File: config.mk
export PLATFORM = sky130hd
export DESIGN_NAME = s4ga_stream
export DESIGN_NICKNAME = d
export VERILOG_FILES = /design/src/rtl/s4ga_pkg.sv /design/src/rtl/s4ga_mask_match.sv /design/src/rtl/s4ga_stream.sv
export SDC_FILE = /design/constraint.sdc
export NUM_CORES = 1
export LEC_CHECK = 0
export CELL_PAD_IN_SITES_DETAIL_PLACEMENT = 0
export CELL_PAD_IN_SITES_GLOBAL_PLACEMENT = 1
export CORE_MARGIN = 4
export CORE_UTILIZATION = 50
export CTS_CLUSTER_DIAMETER = 60
export CTS_CLUSTER_SIZE = 10
export DETAILED_ROUTE_END_ITERATION = 16
export PLACE_DENSITY_LB_ADDON = 0.1
export SYNTH_ARGS = -nofsm -noshare
export SYNTH_HDL_FRONTEND = slang
export SYNTH_SLANG_ARGS = --single-unit
File: constraint.sdc
create_clock -name clk -period 6 [get_ports clk]
set_input_delay 0.9 -clock clk [delete_from_list [all_inputs] [get_ports clk]]
set_output_delay 0.9 -clock clk [all_outputs]
set_load 0.02 [all_outputs]
File: src/rtl/s4ga_pkg.sv
// s4ga_pkg: constant functions and derived sizes shared by the serial LUT fabric
package s4ga_pkg;
   typedef enum logic {PH_IDX, PH_MASK} phase_e;
   function automatic int segs(input int w, input int si_w);
      return (w + si_w - 1) / si_w;
   endfunction
   function automatic int maxi(input int a, input int b);
      return a > b ? a : b;
   endfunction
   function automatic int idx_w(input int n, input int i);
      return $clog2(3 + i + n);
   endfunction
   function automatic int idx_segs(input int n, input int i, input int si_w);
      return segs(idx_w(n, i), si_w);
   endfunction
   function automatic int mask_segs(input int k, input int si_w);
      return segs(1 << k, si_w);
   endfunction
   function automatic int lut_len(input int n, input int k, input int i, input int si_w);
      return k * idx_segs(n, i, si_w) + mask_segs(k, si_w);
   endfunction
   function automatic int seg_w(input int n, input int k, input int i, input int si_w);
      return maxi(1, $clog2(maxi(idx_segs(n, i, si_w), mask_segs(k, si_w))));
   endfunction
endpackage

File: src/rtl/s4ga_mask_match.sv
// s4ga_mask_match: flags the mask segment holding the addressed LUT and half-LUT bits
module s4ga_mask_match #(
   parameter int K     = 5,
   parameter int SI_W  = 4,
   parameter int SEG_W = 2
) (
   input  logic [K-1:0]     ins,
   input  logic [SEG_W-1:0] seg,
   input  logic [SI_W-1:0]  si,
   output logic             lut_ce,
   output logic             lut,
   output logic             half_ce,
   output logic             half
);
   localparam int LS  = $clog2(SI_W);
   localparam int TOP = (1 << K) / SI_W - 1;
   logic [K-1:0] w_hins;
   logic [31:0]  w_rseg;
   // mask arrives most-significant segment first, so segment s holds block TOP-s
   always_comb begin
      w_hins  = {1'b0, ins[K-2:0]};
      w_rseg  = 32'(TOP) - 32'(seg);
      lut_ce  = (32'(ins) >> LS) == w_rseg;
      lut     = 1'(si >> (32'(ins) % SI_W));
      half_ce = (32'(w_hins) >> LS) == w_rseg;
      half    = 1'(si >> (32'(w_hins) % SI_W));
   end
endmodule

File: src/rtl/s4ga_stream.sv
// s4ga_stream: streamed-configuration K-LUT fabric evaluating N LUTs per frame
module s4ga_stream
   import s4ga_pkg::*;
#(
   parameter int N    = 199,
   parameter int K    = 5,
   parameter int I    = 2,
   parameter int O    = 7,
   parameter int SI_W = 4
) (
   input  logic            clk,
   input  logic            rst,
   input  logic            si_valid,
   input  logic [SI_W-1:0] si,
   input  logic [I-1:0]    inputs,
   output logic [O-1:0]    outputs,
   output logic            frame_done,
   output logic            debug,
   output logic            debug_valid
);
   localparam int IDX_SEGS  = idx_segs(N, I, SI_W);
   localparam int MASK_SEGS = mask_segs(K, SI_W);
   localparam int LL        = lut_len(N, K, I, SI_W);
   localparam int SEG_W     = seg_w(N, K, I, SI_W);
   localparam int IW        = IDX_SEGS * SI_W;
   localparam int NW        = maxi(1, $clog2(N));
   localparam int KW        = $clog2(K + 1);

   logic [NW-1:0]    r_n, w_n;
   logic [KW-1:0]    r_k, w_k;
   logic [SEG_W-1:0] r_seg, w_seg;
   logic [K-1:0]     r_ins;
   logic [IW-1:0]    r_idx, w_idx;
   logic [I-1:0]     r_insnap, w_snap;
   logic [N-1:0]     r_luts, w_luts;
   logic [O-1:0]     r_out, w_taps;
   logic             r_q, r_lut_q, r_half_q, r_done, r_dbg, r_dbg_v;
   phase_e           w_ph;
   logic             w_seg_last, w_idx_last, w_lut_last, w_frame_end;
   logic             w_bit, w_lut, w_half, w_lut_ce, w_lut_b, w_half_ce, w_half_b;
   logic [31:0]      w_iv;

   s4ga_mask_match #(.K(K), .SI_W(SI_W), .SEG_W(SEG_W)) u_match (
      .ins(r_ins), .seg(r_seg), .si(si),
      .lut_ce(w_lut_ce), .lut(w_lut_b), .half_ce(w_half_ce), .half(w_half_b)
   );

   always_comb begin
      w_ph        = (r_k == KW'(K)) ? PH_MASK : PH_IDX;
      w_seg_last  = r_seg == SEG_W'(w_ph == PH_MASK ? MASK_SEGS - 1 : IDX_SEGS - 1);
      w_idx_last  = w_ph == PH_IDX && w_seg_last;
      w_lut_last  = w_ph == PH_MASK && w_seg_last;
      w_frame_end = w_lut_last && r_n == NW'(N - 1);
      w_snap      = (r_n == '0 && r_k == '0 && r_seg == '0) ? inputs : r_insnap;
      w_idx       = (r_idx << SI_W) | IW'(si);
      w_iv        = 32'(w_idx);
      w_bit       = w_iv < 2 ? w_iv[0] :
                    w_iv == 2 ? r_q :
                    w_iv < 3 + I ? 1'(w_snap >> (w_iv - 3)) :
                    w_iv < 3 + I + N ? 1'(r_luts >> (w_iv - 3 - I)) : 1'b0;
      w_lut       = w_lut_ce ? w_lut_b : r_lut_q;
      w_half      = w_half_ce ? w_half_b : r_half_q;
      w_luts      = {r_luts[N-2:0], w_lut_last ? w_lut : r_luts[N-1]};
      w_seg       = w_seg_last ? '0 : r_seg + SEG_W'(1);
      w_k         = !w_seg_last ? r_k : w_ph == PH_MASK ? '0 : r_k + KW'(1);
      w_n         = !w_lut_last ? r_n : w_frame_end ? '0 : r_n + NW'(1);
   end

   // LUT N-1-j sits LL*j places past the injection point once the frame-end shift lands
   for (genvar j = 0; j < O; j++) begin : g_tap
      assign w_taps[j] = w_luts[(LL * j) % N];
   end

   always_ff @(posedge clk) begin
      if (rst) begin
         r_n      <= '0;
         r_k      <= '0;
         r_seg    <= '0;
         r_idx    <= '0;
         r_ins    <= '0;
         r_insnap <= '0;
         r_luts   <= '0;
         r_out    <= '0;
         r_q      <= 1'b0;
         r_lut_q  <= 1'b0;
         r_half_q <= 1'b0;
         r_done   <= 1'b0;
         r_dbg    <= 1'b0;
         r_dbg_v  <= 1'b0;
      end else begin
         r_done  <= si_valid && w_frame_end;
         r_dbg_v <= si_valid && (w_idx_last || w_lut_last);
         r_dbg   <= si_valid && (w_idx_last ? w_bit : w_lut_last && w_lut);
         if (si_valid) begin
            r_n      <= w_n;
            r_k      <= w_k;
            r_seg    <= w_seg;
            r_idx    <= w_idx;
            r_luts   <= w_luts;
            r_insnap <= w_snap;
            if (w_idx_last) r_ins <= {r_ins[K-2:0], w_bit};
            if (w_ph == PH_MASK && w_lut_ce) r_lut_q <= w_lut_b;
            if (w_ph == PH_MASK && w_half_ce) r_half_q <= w_half_b;
            if (w_lut_last) r_q <= w_half;
            if (w_frame_end) r_out <= w_taps;
         end
      end
   end

   assign outputs     = r_out;
   assign frame_done  = r_done;
   assign debug       = r_dbg;
   assign debug_valid = r_dbg_v;
endmodule

==> qor.yml, run 1 <==
grt_util_all_layers: 0.1772
drv_slew: 0
total_power_mw: 3.254
coreArea_sq_mm: 0.02115
gr-total-overflow: 0
min_period_ps: 4217
cts_root_buffer: "clkbuf_16"
num_rows: 53
drc: 0
fin_hold_ws_ps: 480.6
numPortBuffers: 18
clk_pin_slew_ps: 50
drive_above_1_share: 0.09617
insertion_delay_ps: 540
ir_drop_mv: 0.2037
clk_path_buf_depth: 3
worst_clock_skew_ps: 12.37
cts_buffers: 27
place_congestion: 0.8513
syn_area_per_cell_sq_um: 10.40
netlist.area_leader.share: 0.4377
htreeDepth: 1
cts_setup_buffers: 0
ys_warn_count: 0
syn-num-nets: 1060
drtPass1Iterations: 5
nets: 1036
synth-edff-count: 0
ys_seq_area_frac: 0.4377
start_util: 0.5125
status: "complete, no violations"
post-dp-hpwl_um: 12560
cp.required_ps: 6430
finalSetupViolations: 0
synth_area_sq_mm: 0.01084
ys.flop_type: "dfxtp_1"
crit_fanout: 19
antenna_found_initial: 0
yosysUniqueCellTypes: 55
max_freq_mhz: 237.1
grt_max_degree: 129
synth_area_leader_cell: "dfxtp_1"
avgViaCountPerCell: 5.556
wl_um: 21050
reg2reg_slack_ps: 3520
grt_pass1_vias: 6822
setup_slack_ps: 1783
async_flop_share: 0
clock-sinks: 237
arrival_ps: 4640
dieArea_sq_mm: 0.02410
rsz0062_at_grt: "false"
cts_resized: 0
post_drt_wl_per_cell_um: 16.26
critPathLaunchType: "primary input"
maxCapViolations: 0
worstMarginPinSlew_ps: 1068
num_io_pins: 19
area_growth_pct: 8.784
synthTopCellsByArea: "dfxtp_1 44%, mux2i_1 21%, mux4_2 9.8%"
die_y_um: 155.2
die_w_um: 155.2
min_path_type: "register to register"
yosys_register_bits: 237
grt_pass1_wl_um: 35870
relSlewSlack: 0.2879
cts_tree: "done"
setup_tns_ps: 0
end_kind: "register"
crit_type: "primary input to register"
hold_violations: 0
cts_hold_buf: 0
vias: 7190
syn_inst: 1042
insertedDiodeCount: 0
pre_cts_slack_ps: 1189
powerDensity_mw_per_mm2: 275.9
final_antenna_net_count: 0
p_leak_nw: 4.813
period_share: 0.7029
drt_iter0_drc: 504
==> Yosys cell counts (2+ instances only) <==
master	count
buf_4	2
buf_6	5
mux4_2	47
nand2_1	34
and3_1	8
mux4_1	4
inv_1	12
buf_2	9
nand3_1	14
nor3b_1	2
mux2i_1	226
a211o_1	2
nor2_1	247
nand4_1	5
a311oi_1	3
clkbuf_1	37
a211oi_1	5
mux4_4	2
xnor2_1	11
o21ai_1	3
or3_1	2
ha_1	9
and4_1	4
and2_1	2
dfxtp_1	237
o21ai_0	4
mux2_2	3
o2bb2ai_1	2
a21o_1	3
or2_2	2
xor2_1	10
o211ai_1	4
a21oi_1	20
nor3_1	9
buf_1	23
a31o_1	2
nand2b_1	10
==> sequential cells by signal, indices dropped and copies added, names as in the netlist <==
register     cells
r_k              3
outputs          7
debug_valid      1
r_half_q         1
r_n              8
r_lut_q          1
frame_done       1
r_q              1
r_ins            5
r_insnap         2
r_luts         199
debug            1
r_idx            4
r_seg            3
==> critical path, cell delays in order <==
cell	delay, ps
clkdlybuf4s50_1	710
inv_1	130
ha_2	350
inv_1	60
ha_1	240
xnor2_2	200
xnor2_4	670
mux4_2	610
a311oi_1	280
a31o_1	180
a221oi_2	70
or2_1	230
==> stage by stage <==
| step | utilization | area (sq um) | instances |
|---|---|---|---|
| 2_1_floorplan | - | 10840 | 1042 |
| 3_3_place_gp | 0.5237 | 11080 | 1264 |
| 3_5_place_dp | 0.5237 | 11080 | 1264 |
| 4_1_cts | 0.5575 | 11790 | 1294 |
| 5_1_grt | 0.5575 | 11790 | 1294 |
| 6_report | 0.5575 | 11790 | 1294 |
==> layout by cell type, fill, tap and decap left out, types with 4 or more instances in the layout <==
master           Yosys  layout
o21ai_0              4       4
nand3_1             14      14
dfxtp_1            237     237
a21oi_1             20      20
xnor2_1             11      11
mux4_2              47      47
nand2_1             34      34
nand2b_1            10      10
clkbuf_16            0      27
xor2_1              10      10
mux2i_1            226     226
and4_1               4       4
buf_4                2       5
mux4_1               4       4
inv_1               12      12
nand4_1              5       5
and3_1               8       8
o211ai_1             4       4
nor2_1             247     247
a211oi_1             5       5
clkdlybuf4s50_1      0      15
nor3_1               9       9
ha_1                 9       8
==> power breakdown <==
part / leakage, nW / internal, mW / switching (mW)
sequential: 1.91 / 1.58 / 0.00848
clock: 0.351 / 0.807 / 0.588
combinational: 2.55 / 0.103 / 0.166
total: 4.81 / 2.49 / 0.763
==> final timing paths <==
| kind | startpoint | end | depth (start not counted) |
|---|---|---|---|
| hold / removal | r_half_q | r_half_q | 2 |
| hold reg to reg | r_half_q | r_half_q | 2 |
| setup reg to reg | r_seg[2] | outputs[4] | 5 |
| setup / recovery | si[1] | debug | 12 |
==> layer usage <==
| metal | track usage | part of all wire | wire length, um |
|---|---|---|---|
| met1 | 0.2701 | 0.51 | 10780 |
| met2 | 0.2676 | 0.44 | 9190 |
| met3 | 0.02643 | 0.030 | 627 |
| met4 | 0.04002 | 0.021 | 442 |
| met5 | 0 | 0 | 0 |
==> logic make-up after synthesis <==
kind of cell,after synthesis,synth area share
xor+xnor,23,0.02101
fa+ha+maj,9,0.01039
flops,237,0.4377
compound gates,58,0.03763
buf+inv,88,0.03566
simple gates,345,0.1339
mux,282,0.3238
==> layout make-up <==
type                            instances  area [sq um]
Sequential cell                       237          4745
Fill cell                            1859          9361
Multi-Input combinational cell        717          5712
Tap cell                              275         344.1
Inverter                               12         45.04
Clock buffer                           29         693.2
Clock inverter                          1         20.02
Timing Repair Buffer                   23         234.0
(Power assumes the default switching activity.)
==> run 2: changes to the inputs <==
clock period = 4 ns   (was 6 ns; I/O delays follow)
==> run 2 against run 1 <==
Net effect:
- clock-buffer cell count up 1
- via count down 0.99%
- die area unchanged
- cell count up 0.85%
- combinational power up 55%
- design area up 0.80%
- register-to-register slack worse by 2000 ps
- non-clock buffer count up 10
- wire length about the same
- highest routed layer unchanged
- hold slack worse by 46 ps
- core utilization up 0.44 points
- sequential cell count unchanged
==> qor.yml, run 2 (synthesis results as in run 1) <==
arrival_ps: 3770
crit_type: "primary input to register"
cts_hold_buf: 0
drt_iter0_drc: 461
die_w_um: 155.2
period_share: 0.8377
clk_pin_slew_ps: 60
drtPass1Iterations: 6
grt_pass1_vias: 7034
cts_setup_buffers: 0
place_congestion: 0.8081
largest_register: "r_luts"
die_y_um: 155.2
setup_tns_ps: 0
drc: 0
finalInstanceArea_sq_mm: 0.01189
largest_reg_flops: 199
coreArea_sq_mm: 0.02115
vias: 7119
total_power_mw: 4.858
reg2reg_from: "r_k[1]"
fin_hold_ws_ps: 434.2
min_path_type: "primary input to register"
drv_slew: 0
post-dp-hpwl_um: 13040
rsz0062_at_grt: "false"
num_io_pins: 19
reg2reg_slack_ps: 1500
finalSetupViolations: 0
layout_commonest_cell: "nor2_1"
final_cell_mix: "247 x nor2_1, 237 x dfxtp_1, 226 x mux2i_1"
worstMarginPinSlew_ps: 1002
clk_path_buf_depth: 3
area_growth_pct: 9.649
cp.required_ps: 4420
worst_clock_skew_ps: 8.933
relSlewSlack: 0.3322
max_freq_mhz: 298.4
cts_buffers: 27
insertion_delay_ps: 520
pre_cts_slack_ps: 97.08
insertedDiodeCount: 0
gr-total-overflow: 0
avgViaCountPerCell: 5.455
critPathLaunchType: "primary input"
cts_tree: "done"
htreeDepth: 1
crit_path_start: "si[1]"
grt_pass1_wl_um: 36340
status: "complete, no violations"
cts_resized: 0
clock-sinks: 237
antenna_found_initial: 0
maxCapViolations: 0
powerDensity_mw_per_mm2: 408.7
setup_slack_ps: 649.2
post_drt_wl_per_cell_um: 16.11
start_util: 0.5125
placed_area_sq_mm: 0.01119
ir_drop_mv: 0.2596
crit_fanout: 10
worstHoldStart: "rst"
cts_root_buffer: "clkbuf_16"
num_rows: 53
dieArea_sq_mm: 0.02410
final_antenna_net_count: 0
end_kind: "register"
grt_util_all_layers: 0.1798
grt_max_degree: 122
nFillCells: 1861
numPortBuffers: 18
wl_um: 21030
p_leak_nw: 4.858
drive_above_1_share: 0.1058
nets: 1046
hold_violations: 0
min_period_ps: 3351
-- run 2: changes by cell type in the layout (fill, tap and decap cells not counted), sizes merged --
cell | before | now
buf | 8 | 18
clkbuf | 29 | 30
-- run 2: cell type report --
type                       instances  area, sq um  share of cell area
sequential                       237         4745              0.3992
clock buffer                      30        686.9             0.05779
multi-input combinational        717         5736              0.4825
timing repair buffer              33        321.6             0.02705
clock inverter                     1        8.758           0.0007368
inverter                          12        45.04            0.003789
tap                              275        344.1             0.02895
-- run 2: per-layer routing --
| metal | global-route usage | wire length (um) |
|---|---|---|
| met1 | 0.2701 | 10740 |
| met2 | 0.2750 | 9284 |
| met3 | 0.02643 | 544 |
| met4 | 0.04335 | 465 |
| met5 | 0 | 0 |
-- run 2: through the flow --
step	utilization	std cells
floorplan	-	1042
global placement	0.5290	1274
CTS	0.5619	1305
finish	0.5619	1305
global route	0.5619	1305
detailed placement	0.5290	1274
-- run 2: critical path, cell delays in order --
cell and delay [ps]:
clkdlybuf4s50_1 510, inv_1 70, ha_2 360, inv_2 60
ha_4 180, xnor2_4 170, xnor2_4 440, mux4_2 570
a311oi_1 270, a31o_1 210, a221oi_2 80, or2_1 230
-- run 2: path summary, 6_finish.rpt --
kind / cells past startpoint / endpoint
setup / recovery: 12 / debug
hold / removal: 2 / r_luts[2]
setup reg to reg: 8 / r_ins[0]
hold reg to reg: 2 / r_q
-- run 2: power breakdown --
group	leakage (nW)	switching, mW	internal [mW]	total, mW
logic	2.61	0.245	0.173	0.418
clock network	0.341	0.865	1.19	2.06
registers	1.91	0.0125	2.37	2.38
